--- config.mk ---
export PLATFORM = sky130hd
export DESIGN_NAME = fetch_unit_flat
export DESIGN_NICKNAME = d
export VERILOG_FILES = /design/src/rtl/fetch_unit_pkg.sv /design/src/rtl/fetch_unit_if.sv /design/src/rtl/fetch_unit_pc_reg.sv /design/src/rtl/fetch_unit.sv /design/src/flat_wrapper.sv
export SDC_FILE = /design/constraint.sdc
export NUM_CORES = 1
export LEC_CHECK = 0
export CAP_MARGIN = 25
export CORE_ASPECT_RATIO = 1.75
export CORE_MARGIN = 5
export CORE_UTILIZATION = 46
export DETAILED_ROUTE_END_ITERATION = 10
export PLACE_DENSITY = 0.92
export SYNTH_ARGS = -nofsm -noshare
export SYNTH_HDL_FRONTEND = slang
export SYNTH_SLANG_ARGS = --single-unit
--- constraint.sdc ---
create_clock -name clk -period 6 [get_ports clk]
set_input_delay 1.5 -clock clk [delete_from_list [all_inputs] [get_ports clk]]
set_output_delay 1.5 -clock clk [all_outputs]
set_load 0.03 [all_outputs]
--- src/rtl/fetch_unit_pkg.sv ---
// Shared definitions for the PhilosophyV instruction-fetch stage:
// FSM state encodings, the instruction words fetch cares about, and the PC step.
package fetch_unit_pkg;

  // Fetch sequencer states (2-bit encoding).
  typedef enum logic [1:0] {
    S_BOOT = 2'd0,
    S_RUN  = 2'd1,
    S_HALT = 2'd2
  } state_t;

  // addi x0,x0,0: harmless filler shown on out_instr before the first fetch.
  localparam logic [31:0] NOP_WORD   = 32'h0000_0013;
  // ECALL stops the fetch stream until a redirect arrives.
  localparam logic [31:0] ECALL_WORD = 32'h0000_0073;
  // Instructions are 32-bit, so the PC advances one word per fetch.
  localparam int unsigned PC_STEP    = 4;

endpackage : fetch_unit_pkg

--- src/rtl/fetch_unit_if.sv ---
// Bundle of the fetch stage's bus signals: instruction-memory port, redirect
// input, IF/ID valid/ready handshake towards decode, and status outputs.
interface fetch_unit_if #(
  parameter int N = 32
);

  logic [N-1:0] imem_addr;
  logic [N-1:0] imem_data;
  logic         redirect_valid;
  logic [N-1:0] redirect_pc;
  logic         out_valid;
  logic         out_ready;
  logic [N-1:0] out_pc;
  logic [N-1:0] out_instr;
  logic         halted;
  logic [N-1:0] fetch_count;

  // View of the fetch unit itself.
  modport master (
    output imem_addr,
    input  imem_data,
    input  redirect_valid,
    input  redirect_pc,
    output out_valid,
    input  out_ready,
    output out_pc,
    output out_instr,
    output halted,
    output fetch_count
  );

  // View of the surrounding pipeline: memory, branch unit and decode.
  modport slave (
    input  imem_addr,
    output imem_data,
    output redirect_valid,
    output redirect_pc,
    input  out_valid,
    output out_ready,
    input  out_pc,
    input  out_instr,
    input  halted,
    input  fetch_count
  );

endinterface : fetch_unit_if

--- src/rtl/fetch_unit_pc_reg.sv ---
// Program counter register: reset to RESET_PC, load on redirect (highest
// priority), increment by one instruction word, otherwise hold.
module pc_reg
  import fetch_unit_pkg::*;
#(
  parameter int          N        = 32,
  parameter logic [N-1:0] RESET_PC = '0
) (
  input  logic         clk,
  input  logic         rst,
  input  logic         load,
  input  logic [N-1:0] load_pc,
  input  logic         inc,
  output logic [N-1:0] pc
);

  // PC update: load beats increment; addition wraps modulo 2^N.
  // NOTE: state registers use non-blocking (<=) so every flop samples the
  // pre-edge values of its inputs, independent of block ordering.
  always_ff @(posedge clk or posedge rst) begin
    if (rst) begin
      pc <= RESET_PC;
    end else if (load) begin
      pc <= load_pc;
    end else if (inc) begin
      pc <= pc + N'(PC_STEP);
    end
  end

endmodule : pc_reg

--- src/rtl/fetch_unit.sv ---
// Instruction-fetch stage: drives the asynchronous-read instruction memory
// from the PC, captures the returned word into the IF/ID register, and hands
// it to decode over valid/ready. Redirects override everything; ECALL halts.
module fetch_unit
  import fetch_unit_pkg::*;
#(
  parameter int           N        = 32,
  parameter logic [N-1:0] RESET_PC = '0,
  parameter logic [N-1:0] NOP      = N'(NOP_WORD),
  parameter logic [N-1:0] ECALL    = N'(ECALL_WORD)
) (
  input  logic          clk,
  input  logic          rst,
  fetch_unit_if.master  bus
);

  state_t       state;
  logic [N-1:0] pc;
  logic [N-1:0] redirect_target;
  logic         advance;
  logic         is_ecall;
  logic         accept;

  logic         out_valid_q;
  logic [N-1:0] out_pc_q;
  logic [N-1:0] out_instr_q;
  logic         halted_q;
  logic [N-1:0] fetch_count_q;

  // Redirect targets are word aligned; the low two address bits are dropped.
  assign redirect_target = bus.redirect_pc & ~N'(3);

  // A fetch happens when running and the IF/ID slot is empty or being drained.
  assign advance  = (state == S_RUN) && (!out_valid_q || bus.out_ready);
  assign is_ecall = (bus.imem_data == ECALL);
  // A transfer to decode counts only if it is not squashed by a redirect.
  assign accept   = out_valid_q && bus.out_ready && !bus.redirect_valid;

  pc_reg #(
    .N        (N),
    .RESET_PC (RESET_PC)
  ) u_pc_reg (
    .clk     (clk),
    .rst     (rst),
    .load    (bus.redirect_valid),
    .load_pc (redirect_target),
    .inc     (advance && !is_ecall),
    .pc      (pc)
  );

  // Memory is addressed straight from the PC, so a stall keeps it stable.
  assign bus.imem_addr   = pc;
  assign bus.out_valid   = out_valid_q;
  assign bus.out_pc      = out_pc_q;
  assign bus.out_instr   = out_instr_q;
  assign bus.halted      = halted_q;
  assign bus.fetch_count = fetch_count_q;

  // Accepted-transfer counter; wraps naturally at 2^N.
  always_ff @(posedge clk or posedge rst) begin
    if (rst) begin
      fetch_count_q <= '0;
    end else if (accept) begin
      fetch_count_q <= fetch_count_q + N'(1);
    end
  end

  // Fetch sequencer and IF/ID register; a redirect squashes the slot and
  // (re)starts fetching from any state.
  always_ff @(posedge clk or posedge rst) begin
    if (rst) begin
      state       <= S_BOOT;
      out_valid_q <= 1'b0;
      out_pc_q    <= '0;
      out_instr_q <= NOP;
      halted_q    <= 1'b0;
    end else if (bus.redirect_valid) begin
      state       <= S_RUN;
      out_valid_q <= 1'b0;
      halted_q    <= 1'b0;
    end else begin
      case (state)
        S_BOOT: begin
          state <= S_RUN;
        end
        S_RUN: begin
          if (advance) begin
            out_valid_q <= 1'b1;
            out_pc_q    <= pc;
            out_instr_q <= bus.imem_data;
            if (is_ecall) begin
              state    <= S_HALT;
              halted_q <= 1'b1;
            end
          end
        end
        S_HALT: begin
          if (bus.out_ready) begin
            out_valid_q <= 1'b0;
          end
        end
        default: begin
          state <= S_BOOT;
        end
      endcase
    end
  end

endmodule : fetch_unit

--- src/flat_wrapper.sv ---
// flat-port wrapper written by rule: the top's interface ports become plain ports
module fetch_unit_flat import fetch_unit_pkg::*;
#(
  parameter int           N        = 32,
  parameter logic [N-1:0] RESET_PC = '0,
  parameter logic [N-1:0] NOP      = N'(NOP_WORD),
  parameter logic [N-1:0] ECALL    = N'(ECALL_WORD)
)
  (clk, rst, bus_imem_addr, bus_imem_data, bus_redirect_valid, bus_redirect_pc, bus_out_valid, bus_out_ready, bus_out_pc, bus_out_instr, bus_halted, bus_fetch_count);
  fetch_unit_if #(.N(N)) bus_i ();
  input  logic clk;
  input  logic rst;
  output wire logic [$bits(bus_i.imem_addr)-1:0] bus_imem_addr;
  input wire logic [$bits(bus_i.imem_data)-1:0] bus_imem_data;
  input wire logic [$bits(bus_i.redirect_valid)-1:0] bus_redirect_valid;
  input wire logic [$bits(bus_i.redirect_pc)-1:0] bus_redirect_pc;
  output wire logic [$bits(bus_i.out_valid)-1:0] bus_out_valid;
  input wire logic [$bits(bus_i.out_ready)-1:0] bus_out_ready;
  output wire logic [$bits(bus_i.out_pc)-1:0] bus_out_pc;
  output wire logic [$bits(bus_i.out_instr)-1:0] bus_out_instr;
  output wire logic [$bits(bus_i.halted)-1:0] bus_halted;
  output wire logic [$bits(bus_i.fetch_count)-1:0] bus_fetch_count;
  assign bus_imem_addr = bus_i.imem_addr;
  assign bus_i.imem_data = bus_imem_data;
  assign bus_i.redirect_valid = bus_redirect_valid;
  assign bus_i.redirect_pc = bus_redirect_pc;
  assign bus_out_valid = bus_i.out_valid;
  assign bus_i.out_ready = bus_out_ready;
  assign bus_out_pc = bus_i.out_pc;
  assign bus_out_instr = bus_i.out_instr;
  assign bus_halted = bus_i.halted;
  assign bus_fetch_count = bus_i.fetch_count;
  fetch_unit #(.N(N), .RESET_PC(RESET_PC), .NOP(NOP), .ECALL(ECALL)) u_core (.clk(clk), .rst(rst), .bus(bus_i));
endmodule
==> results list <==
* R2R setup slack: 3.72 ns
* Clk buf depth: 2
- The pre-antenna-repair detailed-routing pass consisted of 5 iterations.
- Critical Path RT: 6.23 ns
* Via count: 4844
* Start point of the worst min-delay path: u_core.bus.fetch_count[31]
* Count of buffers from port buffering: 191
- Crit path max-delay family: simple AND/OR/NAND/NOR gates
- First-pass GRT wire length: 28100 um
* Synthesized instance count: 494
- Power per unit of standard cell area: 323 nW/um^2
- Number of max-capacitance violations reported: 0
* Placed wire-length estimate after detailed placement: 13300 um
* Result of the run: finished clean
- DRC viols: 0
- For this run, the post-layout net count is 761.
- Post-CTS resize count: 0
- The analysis attributes to cell leakage a power of 3.40 nW.
- Depth of the worst register-to-register path: 5
- Clock insertion delay at the later pin of the skew report: 0.41 ns
- Cell area after synthesis: 5820 um^2
- sky130_fd_sc_hd__dfrtp_1 takes more of the synthesized area than any other cell.
- Total global-route track usage: 0.243
- Cells along the critical path: clkdlybuf4s50_1 -> nor4b_1 -> nand4_1 -> o211ai_1 -> or3_1 -> a31oi_1
- Top cells by area, synth: sky130_fd_sc_hd__dfrtp_1 54%, sky130_fd_sc_hd__mux2_2 12%, sky130_fd_sc_hd__xnor2_1 3.6%
* Sequential fraction of the synthesis area: 0.551
- Counting distinct cell types in the post-synthesis netlist gives 49.
- Final period utilization: 0.637
- Headroom to the max-slew limit came out at 0.377.
- CTS saw 128 sinks.
- Hold endpoint: u_core.bus.fetch_count[31]
* Post-route insts no fill: 871
- Once placement finished, the instance area stood at 7900 um^2.
- Minimum clock period after layout: 3.82 ns
- At the placement stage, the worst setup path has a slack of 1.78 ns.
- Synthesized area divided by synthesized cell count: 11.8 um^2
* Worst voltage drop across the vdd grid: 0.000235 V
- On the worst path, the slowest cell contributes a delay of 0.76 ns.
* Maximum clock frequency: 262 MHz
* Final Hold Fails: 0
* Portion of total power attributed to sequential cells: 0.388
* Reg-to-reg startpoint: u_core.bus.out_valid
* Power consumption: 2.73 mW
- Buffers inserted during clock tree synthesis total 17.
- Final number of setup-violating endpoints: 0
- The tightest hold path in the finished design has a slack of 0.492 ns.
- For this configuration, the core starts out at a cell density of 0.468.
* Number of setup buffers added after CTS: 0
- After floorplanning, the core was divided into 54 placement rows.
- Maximum number of pins on one net before global-route repair: 61
- Along the worst hold path, the cell count comes to 1.
- Initial antenna violation count: 0
- Die Span X: 95.0 um
* Depth of the CTS H-tree: 4
- Pins over their slew limit: 0
* Die outline area: 15100 um^2
- Yosys printed 0 warnings.
- Critical path endpoint category: flip-flop
* Combinational group share of total power: 0.243
- RSZ-0062 raised after global routing: false
- Placed cells: 840
- Psw: 0.850 mW
- Worst Hold Class: reg -> reg
- Routability-driven placement finished with a final weighted congestion of 0.831.
* Power share of the clock group: 0.369
- For this design the top-level I/O count stands at 198.
- Number of diodes: 0
- Total wire length after detailed routing: 17700 um
* Flops & latches, synth: 128
- The internal power of the cells totals 1.88 mW.
- Across all setup checks in the final design, the least slack found is 2.18 ns.
* Core Area: 12400 um^2
- CP startpoint kind: input port
- Relative to the synthesized area, the layout overhead comes to 45.6%.
- Antenna-violating nets left: 0
* Final core utilization: 0.682
- Cell type of the slowest stage on the worst timing path: sky130_fd_sc_hd__o211ai_1
- DRC marker count from the first detailed-route iteration: 215
- Average wire length per cell after detail routing: 20.3 um
* Root buffer cell: sky130_fd_sc_hd__clkbuf_16
- Summed over all layers, the global routing overflow is 0.
- Data on the critical path arrives at its endpoint at 4.05 ns.
* Worst clock skew on the final layout: 0.00778 ns
- The via count of the first global-routing pass came to 5196.
* Number of gates on the worst path with buffers counted: 6
- The critical path is of the in -> reg type.
- Floorplan die height: 159 um
- Summed negative setup slack over all endpoints: 0 ns
- Using the TritonRoute via totals, the vias-per-cell ratio works out to 5.56.
* Worst Path Max Fanout: 13
- Worst Max-Slew Pin Slew: 0.933 ns
- Of the total power, the share spent switching nets is 0.311.
- Area share of the leading cell type in the synthesized netlist: 0.537
- Final design area excluding fillers: 8480 um^2
- The worst register-to-register path ends at u_core.u_pc_reg.pc[24].
- TritonCTS built the clock tree.
* Fraction of final layout cells sized beyond drive strength 1: 0.165
- Buffers inserted to repair hold after CTS numbered 0.
* Clock edge transition at the registers on the reported setup and hold paths: 0.06 ns
* Buffers & Inverters on Critical Path: 1
## synthesized netlist by cell type, drive strengths merged
| cell type | instances |
|---|---|
| a21oi | 3 |
| a22oi | 1 |
| a31oi | 15 |
| and2 | 1 |
| and3 | 9 |
| and3b | 1 |
| and4 | 9 |
| and4bb | 1 |
| buf | 12 |
| clkbuf | 9 |
| conb | 1 |
| dfrtp | 125 |
| dfstp | 3 |
| ha | 2 |
| inv | 9 |
| mux2 | 63 |
| mux2i | 2 |
| nand2 | 38 |
| nand2b | 4 |
| nand3 | 20 |
| nand4 | 11 |
| nor2 | 26 |
| nor2b | 3 |
| nor3 | 10 |
| nor4 | 6 |
| nor4b | 4 |
| nor4bb | 1 |
| o2111ai | 4 |
| o211ai | 7 |
| o21a | 1 |
| o21ai | 21 |
| o31a | 1 |
| o31ai | 7 |
| o41ai | 2 |
| or2 | 3 |
| or3 | 7 |
| or4 | 8 |
| or4b | 2 |
| xnor2 | 24 |
| xor2 | 18 |
## cells in the final DEF (no fill, tap or decap), drive strengths merged, types with 3 or more instances in the layout
cell type,count
dfrtp,125
o31ai,7
clkinv,4
nand3,20
o2111ai,4
or2,3
xnor2,24
clkbuf,18
and3,9
clkinvlp,5
conb,4
mux2,63
buf,5
nand2b,4
and4,9
nor2,26
dfstp,3
o21ai,21
xor2,18
or4,8
nor2b,3
inv,11
a21oi,3
nor4b,4
nor3,10
nor4,6
clkdlybuf4s50,191
nand2,38
a31oi,15
nand4,11
or3,7
o211ai,7
## power groups by stage
| stage | Combinational, mW | Sequential [mW] | Clock [mW] |
|---|---|---|---|
| 2_1_floorplan | 0.163 | 1.25 | 0 |
| 3_3_place_gp | 0.647 | 1.06 | 0 |
| 3_5_place_dp | 0.666 | 1.07 | 0 |
| 4_1_cts | 0.671 | 1.06 | 1.02 |
| 5_1_grt | 0.696 | 1.08 | 1.07 |
| 6_report | 0.665 | 1.06 | 1.01 |
## routing by layer
metal | up-vias | wire length, um | GRT usage | share of wire
li1 | 2189 | - | - | -
met1 | 2383 | 6150 | 0.261 | 0.35
met2 | 219 | 9790 | 0.437 | 0.55
met3 | 53 | 970 | 0.0507 | 0.055
met4 | 0 | 749 | 0.120 | 0.042
met5 | - | 0 | 0 | 0
## area by class of cell
type                    instances  area (um^2)
multi-input cells             339         2490
clock inverters                13          139
repair buffers                196         1950
clock buffers                  18          439
fillers                       930         3960
inverters                       9         36.3
well taps                     168          210
flip-flops and latches        128         3210
## worst max path at each step
stage,startpoint,to,slack [ns]
CTS,bus_imem_data[7],u_core.u_pc_reg.pc[14],2.17
finish,bus_imem_data[9],u_core.u_pc_reg.pc[14],2.18
floorplan,rst,u_core.bus.fetch_count[0],1.09
global placement,bus_imem_data[7],u_core.u_pc_reg.pc[14],1.90
global route,bus_imem_data[7],u_core.u_pc_reg.pc[14],2.06
detailed placement,bus_imem_data[7],u_core.u_pc_reg.pc[14],1.78
## cell families (layout without fill, tap and decap cells)
logic type               count (synthesis)  in the layout  share of synthesized area
adder cells (fa/ha/maj)                  2              2                    0.00430
XOR/XNOR                                42             42                     0.0632
AO/OA/AOI/OAI                           62             62                     0.0722
AND/OR/NAND/NOR                        164            164                      0.160
buffers and inverters                   30            236                     0.0234
flip-flops                             128            128                      0.551
multiplexers                            65             65                      0.125
other                                    1              4                   0.000644
Note: power is estimated with default switching activity, not from simulation.
